$ cat config.mk
export PLATFORM = sky130hd
export DESIGN_NAME = rr_decode_arbiter
export DESIGN_NICKNAME = d
export VERILOG_FILES = /design/src/rtl/rr_decode_arbiter.sv
export SDC_FILE = /design/constraint.sdc
export NUM_CORES = 1
export LEC_CHECK = 0
export ABC_AREA = 0
export BUFFER_PORTS_ARGS = -buffer_cell sky130_fd_sc_hd__buf_2
export CAP_MARGIN = 20
export CELL_PAD_IN_SITES_DETAIL_PLACEMENT = 1
export CELL_PAD_IN_SITES_GLOBAL_PLACEMENT = 2
export CORE_ASPECT_RATIO = 0.5
export CORE_MARGIN = 2
export CORE_UTILIZATION = 37
export CTS_BUF_LIST = sky130_fd_sc_hd__clkbuf_8 sky130_fd_sc_hd__clkbuf_16
export DETAILED_ROUTE_END_ITERATION = 10
export GPL_ROUTABILITY_DRIVEN = 0
export PLACE_DENSITY = 0.85
export SYNTH_ARGS = -nofsm -noshare
export SYNTH_HDL_FRONTEND = slang
export SYNTH_SLANG_ARGS = --single-unit
$ cat constraint.sdc
create_clock -name clk -period 3.61 [get_ports clk]
set_input_delay 0.5415 -clock clk [delete_from_list [all_inputs] [get_ports clk]]
set_output_delay 0.5415 -clock clk [all_outputs]
set_load 0.02 [all_outputs]
$ cat src/rtl/rr_decode_arbiter.sv
// Round-robin arbiter for 8 requesters with a registered winner index,
// one-hot grant decode, release on done/drop and an optional hold timeout.
module rr_decode_arbiter #(
    parameter int HOLD_W   = 4,
    parameter int MAX_HOLD = 15
) (
    input  logic       clk,
    input  logic       rst,
    input  logic [7:0] req,
    input  logic       done,
    output logic [7:0] gnt,
    output logic [2:0] gnt_idx,
    output logic       gnt_valid,
    output logic       timeout
);

    localparam logic [0:0] S_IDLE  = 1'b0;
    localparam logic [0:0] S_GRANT = 1'b1;

    localparam logic [HOLD_W-1:0] HOLD_LAST =
        (MAX_HOLD == 0) ? '0 : HOLD_W'(MAX_HOLD - 1);

    logic [0:0]        state_q, state_d;
    logic [2:0]        ptr_q, ptr_d;
    logic [2:0]        idx_q, idx_d;
    logic              valid_q, valid_d;
    logic [HOLD_W-1:0] hold_q, hold_d;
    logic              timeout_q, timeout_d;
    logic [7:0]        gnt_q, gnt_d;

    logic              rel_done, rel_drop, rel_to;
    logic [7:0]        srch_req;
    logic [3:0]        srch;

    // Returns {hit, index}; scanning downward lets the nearest slot after p win.
    function automatic logic [3:0] rr_search(input logic [7:0] r, input logic [2:0] p);
        logic [3:0] res;
        logic [2:0] cand;
        res = '0;
        for (int i = 8; i >= 1; i--) begin
            cand = p + i[2:0];
            if (r[cand]) res = {1'b1, cand};
        end
        return res;
    endfunction

    always_comb begin
        state_d   = state_q;
        ptr_d     = ptr_q;
        idx_d     = idx_q;
        valid_d   = valid_q;
        hold_d    = hold_q;
        timeout_d = 1'b0;
        rel_done  = done;
        rel_drop  = ~req[idx_q];
        rel_to    = (MAX_HOLD != 0) && (hold_q == HOLD_LAST);
        srch_req  = req;
        srch      = rr_search(req, ptr_q);

        case (state_q)
            S_IDLE: begin
                if (srch[3]) begin
                    state_d = S_GRANT;
                    idx_d   = srch[2:0];
                    valid_d = 1'b1;
                    hold_d  = '0;
                end
            end
            default: begin
                if (rel_done || rel_drop || rel_to) begin
                    // Timeout only reported when it is the sole reason for release.
                    timeout_d = rel_to && !rel_done && !rel_drop;
                    ptr_d     = idx_q;
                    if (!rel_done && rel_drop) srch_req[idx_q] = 1'b0;
                    srch = rr_search(srch_req, idx_q);
                    if (srch[3]) begin
                        idx_d  = srch[2:0];
                        hold_d = '0;
                    end else begin
                        state_d = S_IDLE;
                        valid_d = 1'b0;
                    end
                end else if (hold_q != '1) begin
                    hold_d = hold_q + 1'b1;
                end
            end
        endcase

        gnt_d = valid_d ? (8'd1 << idx_d) : 8'd0;
    end

    always_ff @(posedge clk) begin
        if (rst) begin
            state_q   <= S_IDLE;
            ptr_q     <= 3'd7;
            idx_q     <= 3'd0;
            valid_q   <= 1'b0;
            hold_q    <= '0;
            timeout_q <= 1'b0;
            gnt_q     <= 8'd0;
        end else begin
            state_q   <= state_d;
            ptr_q     <= ptr_d;
            idx_q     <= idx_d;
            valid_q   <= valid_d;
            hold_q    <= hold_d;
            timeout_q <= timeout_d;
            gnt_q     <= gnt_d;
        end
    end

    assign gnt       = gnt_q;
    assign gnt_idx   = idx_q;
    assign gnt_valid = valid_q;
    assign timeout   = timeout_q;

endmodule

==> impl_table.tex, run 1 <==
\begin{tabular}{lr}
\hline
Metric & Value \\
\hline
\multicolumn{2}{l}{\textbf{Synthesis}} \\
\quad Most frequently used flop master after synthesis & sky130\_fd\_sc\_hd\_\_dfxtp\_1 \\
\quad Sequential area share after synthesis & 0.159 \\
\quad Net count of the mapped netlist & 329 \\
\quad Ys async rst share & 0 \\
\quad Area leader, netlist & sky130\_fd\_sc\_hd\_\_dfxtp\_1 \\
\quad Area fraction of the dominant cell type after synthesis & 0.159 \\
\quad Cell variety after synth & 76 \\
\quad Gate count of the mapped netlist & 308 \\
\quad Synthesis Warnings & 0 \\
\quad Mapped Avg Cell Area & $\sim$8.6 um\^{}2 \\
\quad Post-synthesis instance area & 2650 um\^{}2 \\
\quad Seq cells post-synth & 21 \\
\quad EDFF count, synth & 0 \\
\quad Ranking of synthesized cells by area & sky130\_fd\_sc\_hd\_\_dfxtp\_1 16\%, sky130\_fd\_sc\_hd\_\_mux4\_2 10\%, sky130\_fd\_sc\_hd\_\_ha\_1 4.7\%, sky130\_fd\_sc\_hd\_\_mux2i\_1 4.5\%, sky130\_fd\_sc\_hd\_\_a21oi\_1 4.3\% \\
\multicolumn{2}{l}{\textbf{GRT}} \\
\quad Number of global-route vias before repair & 2590 \\
\quad Antenna violations before repair & 0 \\
\quad Largest net degree at the start of global routing & 23 \\
\quad Final global-route overflow total & 0 \\
\quad GRT Util Overall & 0.221 \\
\quad Wire length of the first global-routing pass & between 10000 and 15000 um \\
\multicolumn{2}{l}{\textbf{Clocking}} \\
\quad CTS tree & yes \\
\quad Clock slew seen by the registers of the worst setup and hold paths & $\sim$0.06 ns \\
\quad Count of clock tree sinks & 21 \\
\quad Clock tree root buffer cell & sky130\_fd\_sc\_hd\_\_clkbuf\_16 \\
\quad Buffers inserted during post-CTS setup optimization & 0 \\
\quad Cells resized by post-CTS repair & 0 \\
\quad CTS Buf Count & 3 \\
\quad Largest buffer count on any clock path & 2 \\
\quad Source-to-sink clock delay at the later pin of the worst-skew pair & 0.25 ns \\
\quad Max H-tree Level & 1 \\
\quad Hold buffers post-CTS & 0 \\
\multicolumn{2}{l}{\textbf{Worst setup path}} \\
\quad Critical-path top delay cell & sky130\_fd\_sc\_hd\_\_a2111o\_1 \\
\quad Depth of the worst register-to-register path & 12 \\
\quad Critical path peak fanout & 8 \\
\quad Critical Path End Type & flop \\
\quad Type of element launching the critical path & flop \\
\quad Kind of critical path & flop to flop \\
\quad Largest stage delay, worst path & $\sim$0.50 ns \\
\quad Launching point of the worst reg2reg path & ptr\_q[1]\$\_SDFFE\_PP1P\_ \\
\quad Required time worst endpoint & 3.72 ns \\
\quad Worst-path cell chain & clkinv\_1 -> ha\_1 -> buf\_4 -> mux2\_2 -> mux4\_2 -> inv\_1 -> a41o\_1 -> a2111oi\_0 -> a2111o\_1 -> o221ai\_1 -> o31a\_1 -> nor3\_1 \\
\quad Slack of the worst reg-to-reg path & 0.20 ns \\
\quad Endpoint of the worst register-to-register path & gnt[5]\$\_SDFF\_PP0\_ \\
\quad CP arrival & around 3.5 ns \\
\multicolumn{2}{l}{\textbf{Drt}} \\
\quad Total length of routed wires & 8220 um \\
\quad Via Count & $\sim$2500 \\
\quad Via density per instance & 5.99 \\
\quad Average wire length per cell after detail routing & 19.8 um \\
\quad Drt drc & 0 \\
\quad Iteration-0 DRC Markers & 213 \\
\quad Number of iterations in the first detailed-routing pass & 4 \\
\quad Remaining number of nets flagged by the antenna check after routing & 0 \\
\multicolumn{2}{l}{\textbf{Layout}} \\
\quad Highest-count cells in the layout ignoring fill and taps & 24 x sky130\_fd\_sc\_hd\_\_nor2\_1, 23 x sky130\_fd\_sc\_hd\_\_a21oi\_1, 23 x sky130\_fd\_sc\_hd\_\_buf\_2 \\
\quad Commonest non-fill, non-tap cell in the layout & sky130\_fd\_sc\_hd\_\_nor2\_1 \\
\quad Fill cell instance count of the final layout & around 800 \\
\quad Fraction of final layout cells sized beyond drive strength 1 & 0.251 \\
\quad Final instance count without filler cells & roughly 420 \\
\quad Number of nets in the layout & 345 \\
\quad Area growth from synthesis to layout & 10.2\% \\
\quad Core occupancy in the finished layout & 0.429 \\
\quad Antenna fix cells & 0 \\
\multicolumn{2}{l}{\textbf{Power}} \\
\quad Pleak & 1.14 nW \\
\quad P per Cell Area & around 850 nW/um\^{}2 \\
\quad Design Power & 0.00248 W \\
\quad Peak ir drop on the vdd network & 0.239 mV \\
\multicolumn{2}{l}{\textbf{STA}} \\
\quad Setup total negative slack & 0 ns \\
\quad Hold Violations, Final & 0 \\
\quad Max Freq & a little under 300 MHz \\
\quad Normalized max-slew margin & 0.495 \\
\quad Minimum period implied by the final worst setup slack & 3.41 ns \\
\quad Share of the clock period used by the worst path & 0.944 \\
\quad Max Slew Vio Count & 0 \\
\quad Worst setup slack after layout & $\sim$0.2 ns \\
\quad Setup violations, final & 0 \\
\quad Unrepaired setup endpoints after global routing & no \\
\quad Actual transition at the worst max-transition pin & 0.756 ns \\
\quad Setup Skew & 0.00354 ns \\
\multicolumn{2}{l}{\textbf{Floorplan}} \\
\quad Count of standard-cell rows & 21 \\
\quad Die Height & 63.9 um \\
\quad Total I/O pin count & 24 \\
\quad Core region area & roughly 6800 um\^{}2 \\
\quad Die ar. & 7900 um\^{}2 \\
\quad Initial Util & 0.390 \\
\quad Die width & 124 um \\
\multicolumn{2}{l}{\textbf{Placed design}} \\
\quad Hpwl dp & 6350 um \\
\quad I/O Buffers & 23 \\
\quad \# placed instances & 411 \\
\quad DP Worst Slack & 0.274 ns \\
\multicolumn{2}{l}{\textbf{Min path}} \\
\quad Type of the tightest min-delay check & flop to flop \\
\quad End point of the most critical hold path & hold\_q[1]\$\_SDFFE\_PP0P\_ \\
\quad Hold path depth & 2 \\
\quad Worst Min Path Start & hold\_q[1]\$\_SDFFE\_PP0P\_ \\
\multicolumn{2}{l}{\textbf{Run}} \\
\quad Max-capacitance violation count & 0 \\
\multicolumn{2}{l}{\textbf{Status}} \\
\quad Run status & finished, final reports clean \\
\hline
\end{tabular}
[cells by family after synthesis]
logic type,Yosys count,share of synthesized area
compound gates,98,0.291
buf+inv,34,0.0604
simple gates,101,0.194
xor+xnor,5,0.0165
flops,21,0.159
fa+ha+maj,10,0.0472
mux,39,0.232
[final cells by class]
| cell class | instances | area, um^2 | share of cell area |
|---|---|---|---|
| sequential | 21 | 420 | 0.144 |
| inverter | 12 | 45.0 | 0.0154 |
| tap | 92 | 115 | 0.0394 |
| multi-input combinational | 253 | 2070 | 0.709 |
| clock buffer | 3 | 75.1 | 0.0257 |
| timing repair buffer | 33 | 190 | 0.0651 |
| clock inverter | 1 | 5.00 | 0.00171 |
[per-stage QoR]
step | hold WS (ns) | instance area [um^2]
after floorplan | 0.476 | 2650
after global placement | 0.525 | 2840
after detailed placement | 0.556 | 2840
after CTS | 0.582 | 2920
after global routing | 0.624 | 2920
final | 0.576 | 2920
[power by group]
group          switching [W]  total, W  leakage, nW  internal (W)
clock              0.0000875  0.000236       0.0409      0.000149
combinational        0.00112   0.00190        0.932      0.000775
sequential         0.0000627  0.000344        0.172      0.000281
total                0.00127   0.00248         1.14       0.00120
[state kept, by name, indices dropped and copies added, names as in the netlist]
name and count:
gnt 8, hold_q 4, gnt_idx 3, ptr_q 3, gnt_valid 1, state_q 1
timeout 1
[synth_stat cells, drive strengths merged (6+ instances only)]
cell    number
mux4        15
nor2b        6
nor3        16
nand2       21
mux2        11
a21oi       25
mux2i       13
clkbuf       6
inv         11
dfxtp       21
nand2b       6
buf         16
nor2        25
o21ai       18
ha          10
[routing by layer]
metal	global-route usage	part of all wire
met1	0.321	0.52
met2	0.361	0.46
met3	0.0277	0.022
met4	0.0256	0.0057
met5	0	0
[worst max-delay path, delay by kind of cell, from the launching register on]
kind	cells	cell delay, ns
AOI/OAI and AO/OA	5	1.21
muxes	2	0.84
adders and majority gates	1	0.45
buffers and inverters	3	0.36
DFF	1	0.33
and+or+nand+nor	1	0.08
[how the worst max path moves through the flow]
stage / from / endpoint / slack, ns / depth (start not counted)
2_1_floorplan: gnt_idx[1]$_SDFF_PP0_ / gnt[3]$_SDFF_PP0_ / 0.24 / 13
3_3_place_gp: ptr_q[1]$_SDFFE_PP1P_ / gnt[5]$_SDFF_PP0_ / 0.42 / 12
3_5_place_dp: ptr_q[1]$_SDFFE_PP1P_ / gnt[5]$_SDFF_PP0_ / 0.27 / 12
4_1_cts: ptr_q[1]$_SDFFE_PP1P_ / gnt[5]$_SDFF_PP0_ / 0.25 / 12
5_1_grt: ptr_q[1]$_SDFFE_PP1P_ / gnt[5]$_SDFF_PP0_ / 0.04 / 12
6_report: ptr_q[1]$_SDFFE_PP1P_ / gnt[5]$_SDFF_PP0_ / 0.20 / 12
Power figures use the tool's default switching activity.
==> run 2: changes to the inputs <==
- BUFFER_PORTS_ARGS: -buffer_cell sky130_fd_sc_hd__buf_2 -> unset
- CORE_UTILIZATION: 37 -> 40
- DONT_BUFFER_PORTS: unset -> 1
==> run 2 against run 1 <==
Sequential power is 11% higher. Die area fell by 7.1%. Via count fell by 0.40%. Critical endpoint is now gnt[2]$_SDFF_PP0_.
==> impl_table.tex, run 2 (same netlist as run 1, synthesis figures left out) <==
\begin{tabular}{lr}
\hline
Metric & Value \\
\hline
\multicolumn{2}{l}{\textbf{STA}} \\
\quad Setup total negative slack & 0 ns (unchanged) \\
\quad Hold\_ws & 0.350 ns (was 0.576 ns) \\
\quad Setup Skew & 0.00192 ns (was 0.00354 ns) \\
\quad Unrepaired setup endpoints after global routing & no (unchanged) \\
\quad Minimum period implied by the final worst setup slack & 3.34 ns (was 3.41 ns) \\
\quad Actual transition at the worst max-transition pin & 0.736 ns (was 0.756 ns) \\
\quad Max Slew Vio Count & 0 (unchanged) \\
\quad Hold Violations, Final & 0 (unchanged) \\
\quad Setup violations, final & 0 (unchanged) \\
\quad Normalized max-slew margin & 0.509 (was 0.495) \\
\quad Share of the clock period used by the worst path & 0.925 (was 0.944) \\
\quad Max Freq & 300 MHz (was 293 MHz) \\
\multicolumn{2}{l}{\textbf{Worst setup path}} \\
\quad Slack of the worst reg-to-reg path & 0.27 ns (was 0.20 ns) \\
\quad Largest stage delay, worst path & 0.48 ns (was 0.50 ns) \\
\quad CP arrival & 3.51 ns (was 3.52 ns) \\
\quad Critical Path End Type & flop (unchanged) \\
\quad Required time worst endpoint & 3.78 ns (was 3.72 ns) \\
\quad Cell class contributing the biggest share of worst-path delay & compound AO/OA/AOI/OAI gates (unchanged) \\
\quad Levels on crit path & 10 (was 12) \\
\quad Type of element launching the critical path & flop (unchanged) \\
\quad Depth of the worst register-to-register path & 10 (was 12) \\
\quad Crit path buf inv count & 1 (was 3) \\
\quad Critical-path top delay cell & sky130\_fd\_sc\_hd\_\_mux2i\_2 (was sky130\_fd\_sc\_hd\_\_a2111o\_1) \\
\quad Launching point of the worst reg2reg path & gnt\_idx[0]\$\_SDFF\_PP0\_ (was ptr\_q[1]\$\_SDFFE\_PP1P\_) \\
\quad Worst-path cell chain & buf\_4 -> mux2i\_2 -> a22oi\_4 -> o21ai\_4 -> o2111ai\_1 -> o21ai\_1 -> a21boi\_0 -> o31a\_1 -> or3b\_4 -> nor3\_1 (was clkinv\_1 -> ha\_1 -> buf\_4 -> mux2\_2 -> mux4\_2 -> inv\_1 -> a41o\_1 -> a2111oi\_0 -> a2111o\_1 -> o221ai\_1 -> o31a\_1 -> nor3\_1) \\
\quad Critical path peak fanout & 17 (was 8) \\
\quad Kind of critical path & flop to flop (unchanged) \\
\quad Endpoint of the worst register-to-register path & gnt[2]\$\_SDFF\_PP0\_ (was gnt[5]\$\_SDFF\_PP0\_) \\
\multicolumn{2}{l}{\textbf{Min path}} \\
\quad Hold path depth & 1 (was 2) \\
\quad End point of the most critical hold path & hold\_q[3]\$\_SDFFE\_PP0P\_ (was hold\_q[1]\$\_SDFFE\_PP0P\_) \\
\quad Worst Min Path Start & rst (was hold\_q[1]\$\_SDFFE\_PP0P\_) \\
\quad Type of the tightest min-delay check & input pin to flop (was flop to flop) \\
\multicolumn{2}{l}{\textbf{Floorplan}} \\
\quad Core region area & 6230 um\^{}2 (was 6810 um\^{}2) \\
\quad Total I/O pin count & 24 (unchanged) \\
\quad Die ar. & 7340 um\^{}2 (was 7900 um\^{}2) \\
\quad Die Height & 61.6 um (was 63.9 um) \\
\quad Initial Util & 0.426 (was 0.390) \\
\quad Die width & 119 um (was 124 um) \\
\quad Count of standard-cell rows & 20 (was 21) \\
\multicolumn{2}{l}{\textbf{Layout}} \\
\quad Commonest non-fill, non-tap cell in the layout & sky130\_fd\_sc\_hd\_\_nor2\_1 (unchanged) \\
\quad Number of nets in the layout & 324 (was 345) \\
\quad Fraction of final layout cells sized beyond drive strength 1 & 0.199 (was 0.251) \\
\quad Antenna fix cells & 0 (unchanged) \\
\quad Area growth from synthesis to layout & 6.23\% (was 10.2\%) \\
\quad Flip-flop count of the largest register after layout & 8 (unchanged) \\
\quad Fill cell instance count of the final layout & 737 (was 814) \\
\quad Highest-count cells in the layout ignoring fill and taps & 24 x sky130\_fd\_sc\_hd\_\_nor2\_1, 23 x sky130\_fd\_sc\_hd\_\_a21oi\_1, 21 x sky130\_fd\_sc\_hd\_\_nand2\_1, 21 x sky130\_fd\_sc\_hd\_\_dfxtp\_1, 16 x sky130\_fd\_sc\_hd\_\_nor3\_1 (was 24 x sky130\_fd\_sc\_hd\_\_nor2\_1, 23 x sky130\_fd\_sc\_hd\_\_a21oi\_1, 23 x sky130\_fd\_sc\_hd\_\_buf\_2) \\
\multicolumn{2}{l}{\textbf{Clocking}} \\
\quad CTS Buf Count & 3 (unchanged) \\
\quad Largest buffer count on any clock path & 2 (unchanged) \\
\quad CTS tree & yes (unchanged) \\
\quad Max H-tree Level & 1 (unchanged) \\
\quad Cells resized by post-CTS repair & 0 (unchanged) \\
\quad Count of clock tree sinks & 21 (unchanged) \\
\quad Buffers inserted during post-CTS setup optimization & 0 (unchanged) \\
\quad Source-to-sink clock delay at the later pin of the worst-skew pair & 0.26 ns (was 0.25 ns) \\
\quad Clock tree root buffer cell & sky130\_fd\_sc\_hd\_\_clkbuf\_16 (unchanged) \\
\quad Hold buffers post-CTS & 0 (unchanged) \\
\quad Clock slew seen by the registers of the worst setup and hold paths & 0.06 ns (about the same) \\
\multicolumn{2}{l}{\textbf{Placed design}} \\
\quad I/O Buffers & 0 (was 23) \\
\quad Hpwl dp & 6080 um (was 6350 um) \\
\multicolumn{2}{l}{\textbf{GRT}} \\
\quad Final global-route overflow total & 0 (unchanged) \\
\quad Largest net degree at the start of global routing & 23 (unchanged) \\
\quad Number of global-route vias before repair & 2433 (was 2590) \\
\quad GRT Util Overall & 0.226 (was 0.221) \\
\quad Antenna violations before repair & 0 (unchanged) \\
\quad Wire length of the first global-routing pass & 13000 um (was 13700 um) \\
\multicolumn{2}{l}{\textbf{Drt}} \\
\quad Number of iterations in the first detailed-routing pass & 5 (was 4) \\
\quad Iteration-0 DRC Markers & 287 (was 213) \\
\quad Via Count & 2477 (was 2487) \\
\quad Total length of routed wires & 7900 um (was 8220 um) \\
\quad Remaining number of nets flagged by the antenna check after routing & 0 (unchanged) \\
\quad Drt drc & 0 (unchanged) \\
\quad Average wire length per cell after detail routing & 20.3 um (was 19.8 um) \\
\quad Via density per instance & 6.35 (was 5.99) \\
\multicolumn{2}{l}{\textbf{Status}} \\
\quad Run status & finished, final reports clean (unchanged) \\
\multicolumn{2}{l}{\textbf{Power}} \\
\quad P per Cell Area & 863 nW/um\^{}2 (was 848 nW/um\^{}2) \\
\quad Design Power & 0.00243 W (was 0.00248 W) \\
\quad Peak ir drop on the vdd network & 0.210 mV (was 0.239 mV) \\
\quad Pleak & 1.05 nW (was 1.14 nW) \\
\multicolumn{2}{l}{\textbf{Run}} \\
\quad Max-capacitance violation count & 0 (unchanged) \\
\hline
\end{tabular}
[run 2: changes by cell type in the layout (fill, tap and decap cells not counted), sizes merged]
cell	change
buf	-21
[run 2: final cells by class]
type                       instances  area [um^2]  area share
inverter                          12         45.0      0.0160
multi-input combinational        253         2070       0.735
timing repair buffer              12         90.1      0.0320
sequential                        21          420       0.149
tap                               88          110      0.0391
clock inverter                     1         5.00     0.00178
clock buffer                       3         75.1      0.0267
[run 2: how the worst max path moves through the flow]
stage | start | to | slack [ns]
3_3_place_gp | gnt_idx[0]$_SDFF_PP0_ | gnt[2]$_SDFF_PP0_ | 0.32
2_1_floorplan | gnt_idx[1]$_SDFF_PP0_ | gnt[3]$_SDFF_PP0_ | 0.24
4_1_cts | gnt_idx[0]$_SDFF_PP0_ | gnt[2]$_SDFF_PP0_ | 0.29
5_1_grt | gnt_idx[0]$_SDFF_PP0_ | gnt[2]$_SDFF_PP0_ | 0.007
6_report | gnt_idx[0]$_SDFF_PP0_ | gnt[2]$_SDFF_PP0_ | 0.27
3_5_place_dp | gnt_idx[0]$_SDFF_PP0_ | gnt[2]$_SDFF_PP0_ | 0.30
[run 2: metrics by stage]
step	utilization	instances	cell area, um^2	setup slack (ns)
floorplan	-	308	2650	0.243
global placement	0.439	386	2740	0.319
detailed placement	0.439	386	2740	0.301
CTS	0.452	390	2820	0.286
global route	0.452	390	2820	0.00717
finish	0.452	390	2820	0.272
[run 2: routing by layer]
layer,wire length [um],up-vias,global-route usage
met5,0,-,0
met4,24,0,0.0170
met3,548,2,0.0417
met2,3510,83,0.388
met1,3820,1225,0.317
li1,-,1167,-
[run 2: report_power, final]
group          total (W)  switching (W)  internal (W)
Combinational    0.00181        0.00106      0.000752
Clock           0.000239      0.0000904      0.000149
Sequential      0.000381      0.0000988      0.000282
